[src/rtl/maxpool_2x2_ctrl.sv]
// 2x2 / stride-2 max-pooling sequencer: walks a feature map window by window,
// reads four samples per window and writes their signed maximum.
module maxpool_2x2_ctrl #(
   parameter int W1    = 9,
   parameter int IMG_W = 26,
   parameter int IMG_H = 26,
   parameter int RD_AW = 10,
   parameter int WR_AW = 8
) (
   input  logic             clk,
   input  logic             rst,
   input  logic             start,
   output logic             busy,
   output logic             done,
   output logic             rd_en,
   output logic [RD_AW-1:0] rd_addr,
   input  logic [W1-1:0]    rd_data,
   output logic             wr_en,
   output logic [WR_AW-1:0] wr_addr,
   output logic [W1-1:0]    wr_data
);

   localparam logic [2:0] S_IDLE = 3'd0;
   localparam logic [2:0] S_RD   = 3'd1;
   localparam logic [2:0] S_CAP  = 3'd2;
   localparam logic [2:0] S_WR   = 3'd3;
   localparam logic [2:0] S_DONE = 3'd4;

   localparam logic [WR_AW-1:0] HALF_W  = WR_AW'(IMG_W / 2);
   localparam logic [WR_AW-1:0] HALF_H  = WR_AW'(IMG_H / 2);
   localparam logic [RD_AW-1:0] ROW_LEN = RD_AW'(IMG_W);

   logic [2:0]              state;
   logic [1:0]              k;
   logic [WR_AW-1:0]        pr;
   logic [WR_AW-1:0]        pc;
   logic signed [W1-1:0]    smp_p0 [4];
   logic signed [W1-1:0]    wr_max_p1;
   logic                    last_col;
   logic                    last_row;

   // Ties keep the earlier sample, so the result is always one of the inputs.
   function automatic logic signed [W1-1:0] max4(
      input logic signed [W1-1:0] a,
      input logic signed [W1-1:0] b,
      input logic signed [W1-1:0] c,
      input logic signed [W1-1:0] d
   );
      logic signed [W1-1:0] m;
      m = a;
      if (b > m) m = b;
      if (c > m) m = c;
      if (d > m) m = d;
      return m;
   endfunction

   assign last_col = (pc == HALF_W - WR_AW'(1));
   assign last_row = (pr == HALF_H - WR_AW'(1));

   always_ff @(posedge clk) begin
      if (rst) begin
         state     <= S_IDLE;
         k         <= '0;
         pr        <= '0;
         pc        <= '0;
         wr_max_p1 <= '0;
         for (int i = 0; i < 4; i++) smp_p0[i] <= '0;
      end else begin
         case (state)
            S_IDLE: begin
               if (start) begin
                  k     <= '0;
                  pr    <= '0;
                  pc    <= '0;
                  state <= S_RD;
               end
            end
            // p0: read data arrives one cycle behind each strobe
            S_RD: begin
               if (k != 2'd0) smp_p0[k - 2'd1] <= $signed(rd_data);
               if (k == 2'd3) state <= S_CAP;
               k <= k + 2'd1;
            end
            // p1: last sample lands here, so the maximum folds it in directly
            S_CAP: begin
               smp_p0[3] <= $signed(rd_data);
               wr_max_p1 <= max4(smp_p0[0], smp_p0[1], smp_p0[2], $signed(rd_data));
               state     <= S_WR;
            end
            S_WR: begin
               k <= '0;
               if (last_col) begin
                  pc <= '0;
                  if (last_row) begin
                     state <= S_DONE;
                  end else begin
                     pr    <= pr + WR_AW'(1);
                     state <= S_RD;
                  end
               end else begin
                  pc    <= pc + WR_AW'(1);
                  state <= S_RD;
               end
            end
            S_DONE:  state <= S_IDLE;
            default: state <= S_IDLE;
         endcase
      end
   end

   assign busy    = (state == S_RD) || (state == S_CAP) || (state == S_WR);
   assign done    = (state == S_DONE);
   assign rd_en   = (state == S_RD);
   assign wr_en   = (state == S_WR);
   assign wr_data = wr_max_p1;

   always_comb begin
      rd_addr = '0;
      if (state == S_RD) begin
         rd_addr = ((RD_AW'(pr) * ROW_LEN) << 1) + (RD_AW'(pc) << 1)
                 + (k[1] ? ROW_LEN : '0) + {{(RD_AW-1){1'b0}}, k[0]};
      end
   end

   always_comb begin
      wr_addr = '0;
      if (state == S_WR) wr_addr = pr * HALF_W + pc;
   end

endmodule

[config.mk]
export PLATFORM = sky130hd
export DESIGN_NAME = maxpool_2x2_ctrl
export DESIGN_NICKNAME = d
export VERILOG_FILES = /design/src/rtl/maxpool_2x2_ctrl.sv
export SDC_FILE = /design/constraint.sdc
export NUM_CORES = 1
export LEC_CHECK = 0
export CORE_UTILIZATION = 25
export DETAILED_ROUTE_END_ITERATION = 16
export GPL_ROUTABILITY_DRIVEN = 0
export RECOVER_POWER = 25
export SLEW_MARGIN = 0
export SYNTH_ARGS = -nofsm -noshare
export SYNTH_HDL_FRONTEND = slang
export SYNTH_SLANG_ARGS = --single-unit
[constraint.sdc]
create_clock -name clk -period 8 [get_ports clk]
set_input_delay 0.8 -clock clk [delete_from_list [all_inputs] [get_ports clk]]
set_output_delay 0.8 -clock clk [all_outputs]
set_load 0.01 [all_outputs]
-- Word level (Yosys, flattened, before mapping)
Memory sizes are Yosys's and may differ from the RTL's.
Cells that the tools add are included.
- flip-flop bits (word level): 30
- RAM bits: 36
- word-level logic and storage cells: 78
- memories kept: 1
- $add $sub $neg: 8
- multipliers: 2
- $lt $le $gt $ge: 3
- equal/unequal tests: 11
- muxes and demuxes: 36
- bitwise logic cells: 1
- reduce and logical (&&, ||, !) cells: 11
- memories (name ; words ; width ; read ports ; clocked after Yosys merged registers in ; write ports ; RTL line ; text):
    smp_p0 ; 4 ; 9 ; 3 ; 0 ; 4 ; 37 ; logic signed [W1-1:0] smp_p0 [4];
- operators by type and width (operator ; count):
    9-bit 2-to-1 mux ; 9
    8-bit 2-to-1 mux ; 5
    8-bit one-hot mux with 2 select lines ; 2
    9-bit greater-than comparator ; 3
    8-bit by 1-bit adder with 8-bit output (second input constant) ; 2
    8-bit by 4-bit == test with 1-bit output (second input constant) ; 2
    8-bit by 4-bit multiplier with 8-bit output (second input constant) ; 2
    3-bit 2-to-1 mux ; 4
    3-bit one-hot mux with 4 select lines ; 1
    10-bit by 1-bit adder with 10-bit output ; 1
    10-bit by 5-bit adder with 10-bit output ; 1
    10-bit by 9-bit adder with 10-bit output ; 1
    1-bit 2-to-1 mux ; 10
    10-bit 2-to-1 mux ; 1
    9-bit OR reduction ; 1
    8-bit adder ; 1
    3-bit by 2-bit == test with 1-bit output (second input constant) ; 2
    2-bit one-hot mux with 3 select lines ; 1
    2-bit AND reduction ; 3
    5-bit 2-to-1 mux ; 1
    2-bit 2-to-1 mux ; 2
    2-bit by 1-bit != test with 1-bit output (second input constant) ; 2
    2-bit != test (second input constant) ; 2
    4-bit AND reduction ; 1
    10 further kinds ; 12

-- Longest topological paths before layout
An unclocked memory read counts as a cell.
- depth in word-level cells: 11
- depth in mapped cells: 26
- gate-level depth less buffers: 23

-- Worst setup path before layout
OpenSTA, ideal clock, no wires.
- path type: reg-to-reg
- from: memory smp_p0[1][8]
- to: register wr_max_p1[0] (netlist: wr_data[0])
- library setup time: 0.149 ns
- arrival: 5.528 ns
- setup slack: 2.324 ns
- stages on the path, launching flop included: 24
- path buffers: 3
- period minus slack after synthesis: 5.676 ns
- cell sequence: edfxtp_1 ha_1 buf_6 and4_4 and3b_1 buf_6 a2111oi_4 a21oi_2 o221a_2 ha_1 nor2b_1 o2111ai_1 a31oi_1 o22ai_1 a41oi_1 mux2_2 ha_1 a21o_1 a22oi_1 nand3_1 o21ai_1 and2_1 clkbuf_1 a2111oi_0
- RTL lines (what ; RTL line ; text):
    start: declaration ; 37 ;
    end signal: assignment ; 87 ; wr_max_p1 <= max4(smp_p0[0], smp_p0[1], smp_p0[2], $signed(rd_data));
    end: declaration ; 38 ; logic signed [W1-1:0] wr_max_p1;

==> out/qor.tcl <==
set qor(post_cts_buffers) 0
set qor(number_of_remaining_drc_errors) 0
set qor(rsz0062_at_grt) {false}
set qor(grt_pass1_wl_mm) 19.6
set qor(synth-warning-count) 0
set qor(synth-edff-count) 27
set qor(asyncSetResetFlopFracSynth) 0
set qor(cts-root-buf) {sky130_fd_sc_hd__clkbuf_16}
set qor(postLayoutCellArea_mm2) 0.00585
set qor(count_of_nets_after_finishing) 661
set qor(port_buffers) 42
set qor(die_height_um) 141
set qor(number_of_clock_sinks) 57
set qor(netSwitchingPower_mw) 0.224
set qor(synthDistinctLibCells) 58
set qor(layout_worst_path_cycle_share) 0.875
set qor(min_path_type) {register to register}
set qor(synthesis.instances) 531
set qor(fillerInstances) 1962
set qor(muxShareOfSynthArea) 0.0310
set qor(drv_cap) 1
set qor(power.internal_mw) 0.639
set qor(synthAdderAreaFrac) 0.220
set qor(numPlacedInstances) 820
set qor(timing_worst_slew_pin_value_ns) 1.62
set qor(via_count) 3809
set qor(crit_path_cell_trace) {ha_1 > and4_4 > and3b_1 > a2111oi_4 > a21oi_2 > o221a_2 > ha_1 > nor2b_1 > o2111ai_1 > a31oi_1 > o22ai_1 > a41oi_1 > mux2_2 > ha_1 > and3_1 > a22oi_1 > nand3_1 > o21ai_1 > and2_1 > a2111oi_0}
set qor(critical_path_peak_fanout) 28
set qor(dpl.hpwl_mm) 9.33
set qor(netlist.top_cell.by_area) {sky130_fd_sc_hd__ha_1}
set qor(grt.met1_usage) 0.173
set qor(cts-root-to-sink-buffers) 2
set qor(final_critical_path_setup_slack_ns) 0.997
set qor(outcome) {finished with violations}
set qor(antenna_cells) 0
set qor(sequential_cell_area_mm2) 0.00141
set qor(yosys_most_used_dff) {sky130_fd_sc_hd__dfxtp_1}
set qor(cts_tree) {yes}
set qor(grt_pass1_vias) 3782
set qor(cts-buffers-inserted) 9
set qor(timing.slew.headroom) -0.0803
set qor(startpoint_kind_of_the_worst_setup_timing_path) {register}
set qor(sw_frac_of_total) 0.259
set qor(floorplan_core_area_mm2) 0.0188
set qor(yosys_register_bits) 57
set qor(yosysTopAreaCellShare) 0.170
set qor(groute.layer.met3.usage) 0.0250
set qor(mappedNetlistNets) 621
set qor(share_comb_of_total_power) 0.153
set qor(drive_above_1_share) 0.0747
set qor(globalRouteOverflowTotal) 0
set qor(syn_to_final_growth_pct) 20.6
set qor(timing.fmax_mhz) 143
set qor(cpPeakStageDelay_ns) 0.75
set qor(p_per_area_mw_per_mm2) 148
set qor(number_of_antenna_violations_at_the_first_check_in_global_routing) 0
set qor(mean_instance_size_in_the_synthesized_netlist_um2) 9.13
set qor(drt_iter0_markers) 194
set qor(dominant_combinational_cell_family_by_area_after_synthesis) {adder cells}
set qor(timing.final.max_slew_violations) 31
set qor(timing.clock.skew_ns) 0.00587
set qor(htreeDepth) 3
set qor(final-hold-violation-count) 0
set qor(violations) {capacitance limit, slew limit}
set qor(pwr-share-seq) 0.370
set qor(cts_hold_repair.buffers) 0
set qor(drtPass1Iterations) 4
set qor(instances_no_fill) 836
set qor(cp_common_cell) {sky130_fd_sc_hd__ha_1}
set qor(setup_viol) 0
set qor(timing.critical_path.to_type) {register}
set qor(fp.dieW_um) 141
set qor(setup-tns-final_ns) 0
set qor(final_min_period_ns) 7.00
set qor(source_to_sink_clock_delay_at_the_later_pin_of_the_worst_skew_pair_ns) 0.32
set qor(num_io_pins) 43
set qor(wire_length_per_cell_after_detailed_routing_um) 14.2
set qor(placedInstanceArea_mm2) 0.00553
set qor(pre_cts_slack_ns) 1.19
set qor(critical_path_class) {register to register}
set qor(pwr-share-clk) 0.477
set qor(synth.yosys.seq_area_share) 0.291
set qor(p_leak_nw) 2.48
set qor(clkSlewWorstSetupHoldPaths_ns) 0.06
set qor(grt_max_degree) 31
set qor(antenna_violating_nets_post_route) 0
set qor(fin_util) 0.311
set qor(start_util) 0.258
set qor(use_met2) 0.201
set qor(fp.dieArea_mm2) 0.0200
set qor(multi_input_area_mm2) 0.00311
set qor(cpMaxStageDelayCell) {sky130_fd_sc_hd__a2111oi_4}
set qor(row_count) 50
set qor(post_synth_main_area_contributors) {sky130_fd_sc_hd__ha_1 17%, sky130_fd_sc_hd__edfxtp_1 17%, sky130_fd_sc_hd__dfxtp_1 12%}
set qor(synth-simple-area-share) 0.197
set qor(grt_busiest_layer) {met2}
set qor(groute.usage.overall) 0.125
set qor(syn-cell-area_mm2) 0.00485
set qor(post_synth_xor_area_fraction) 0.0433
set qor(totalWireLength_mm) 11.9
set qor(compound_gate_fraction_of_synth_area) 0.150
set qor(post_cts_resize_count) 0
set qor(worst_ir_drop_vdd_uv) 111
set qor(critPathArrivalTime_ns) 7.12
set qor(required_ns) 8.12
set qor(drt-vias-per-instance) 4.56
## final cells by class
class                   instances  area share
clock buffers                   9      0.0385
clock inverters                 7      0.0160
inverters                      70      0.0449
multi-input cells             390       0.531
flip-flops and latches         57       0.241
well taps                     260      0.0556
repair buffers                 43      0.0725
## cell usage after synthesis (4+ instances only)
master                      number
sky130_fd_sc_hd__inv_1          69
sky130_fd_sc_hd__ha_1           66
sky130_fd_sc_hd__nor2_1         55
sky130_fd_sc_hd__dfxtp_1        30
sky130_fd_sc_hd__a21oi_1        20
sky130_fd_sc_hd__xnor2_1        15
sky130_fd_sc_hd__mux2i_1         6
sky130_fd_sc_hd__nand4_1         5
sky130_fd_sc_hd__nor3_1         15
sky130_fd_sc_hd__and3_1          7
sky130_fd_sc_hd__clkbuf_1        9
sky130_fd_sc_hd__nand2_1        14
sky130_fd_sc_hd__or4b_2          4
sky130_fd_sc_hd__edfxtp_1       27
sky130_fd_sc_hd__a2111oi_2       7
sky130_fd_sc_hd__o21ai_0        13
sky130_fd_sc_hd__nand2b_1        5
sky130_fd_sc_hd__a21o_1         11
sky130_fd_sc_hd__fa_1           12
sky130_fd_sc_hd__a311oi_1        6
sky130_fd_sc_hd__nor2b_1         8
sky130_fd_sc_hd__xor2_1          9
sky130_fd_sc_hd__and2_1         31
sky130_fd_sc_hd__mux2_2          8
sky130_fd_sc_hd__o22ai_1         6
sky130_fd_sc_hd__nor4_1          6
sky130_fd_sc_hd__nand3_1        17
sky130_fd_sc_hd__o31ai_1         5
## flip-flops by register name (all words and copies together), names as in the netlist
| name | cells |
|---|---|
| pr | 8 |
| smp_p0 | 27 |
| state | 3 |
| wr_data | 9 |
| pc | 8 |
| k | 2 |
## stage by stage
step                      power, mW  hold WS, ns
final                         0.863        0.541
after global placement        0.456        0.537
after global routing          0.899        0.569
after floorplan               0.418        0.504
after detailed placement      0.457        0.530
after CTS                     0.868        0.544
## power by group through the flow
stage                     Sequential (mW)  Combinational, mW  Clock, mW
after floorplan                     0.322             0.0957          0
after global routing                0.320              0.148      0.431
final                               0.319              0.132      0.411
after detailed placement            0.325              0.132          0
after global placement              0.326              0.131          0
after CTS                           0.319              0.133      0.415
## critical path, delay by kind of cell, from the launching register on
family,cells,cell delay [ns]
AOI/OAI and AO/OA,10,3.21
and+or+nand+nor,6,1.55
adders and majority gates,3,1.20
muxes,1,0.44
DFF,1,0.39
## layout by cell type, fill, tap and decap left out, types with 7 or more instances in the layout
cell type / instances
sky130_fd_sc_hd__inv_1: 69
sky130_fd_sc_hd__ha_1: 66
sky130_fd_sc_hd__nor2_1: 55
sky130_fd_sc_hd__clkdlybuf4s50_1: 32
sky130_fd_sc_hd__and2_1: 31
sky130_fd_sc_hd__dfxtp_1: 30
sky130_fd_sc_hd__edfxtp_1: 27
sky130_fd_sc_hd__a21oi_1: 20
sky130_fd_sc_hd__nand3_1: 17
sky130_fd_sc_hd__xnor2_1: 15
sky130_fd_sc_hd__nor3_1: 15
sky130_fd_sc_hd__nand2_1: 14
sky130_fd_sc_hd__o21ai_0: 13
sky130_fd_sc_hd__fa_1: 12
sky130_fd_sc_hd__a21o_1: 11
sky130_fd_sc_hd__dlygate4sd3_1: 10
sky130_fd_sc_hd__xor2_1: 9
sky130_fd_sc_hd__clkbuf_16: 9
sky130_fd_sc_hd__mux2_2: 8
sky130_fd_sc_hd__nor2b_1: 8
sky130_fd_sc_hd__and3_1: 7
sky130_fd_sc_hd__a2111oi_2: 7
## final timing paths
| check | startpoint | endpoint | slack [ns] | depth (start not counted) |
|---|---|---|---|---|
| setup / recovery | smp_p0[1][8] | wr_data[0] | 1.0 | 20 |
| hold / removal | wr_data[2] | wr_data[2] | 0.54 | 2 |
| setup reg to reg | smp_p0[1][8] | wr_data[0] | 1.0 | 20 |
| hold reg to reg | wr_data[2] | wr_data[2] | 0.54 | 2 |
## cell families (layout without fill, tap and decap cells)
| kind of cell | Yosys count | after routing |
|---|---|---|
| and+or+nand+nor | 179 | 179 |
| xor gates and xnor gates | 24 | 24 |
| buffers and inverters | 84 | 129 |
| adders and majority gates | 78 | 78 |
| muxes | 14 | 14 |
| AOI/OAI and AO/OA | 95 | 95 |
| DFF | 57 | 57 |
## per-layer routing
| layer | part of all wire | wire, µm | vias up |
|---|---|---|---|
| li1 | - | - | 1960 |
| met1 | 0.50 | 6010 | 1767 |
| met2 | 0.45 | 5350 | 72 |
| met3 | 0.038 | 447 | 10 |
| met4 | 0.0085 | 101 | 0 |
| met5 | 0 | 0 | - |
Note: power is estimated with default switching activity, not from simulation.
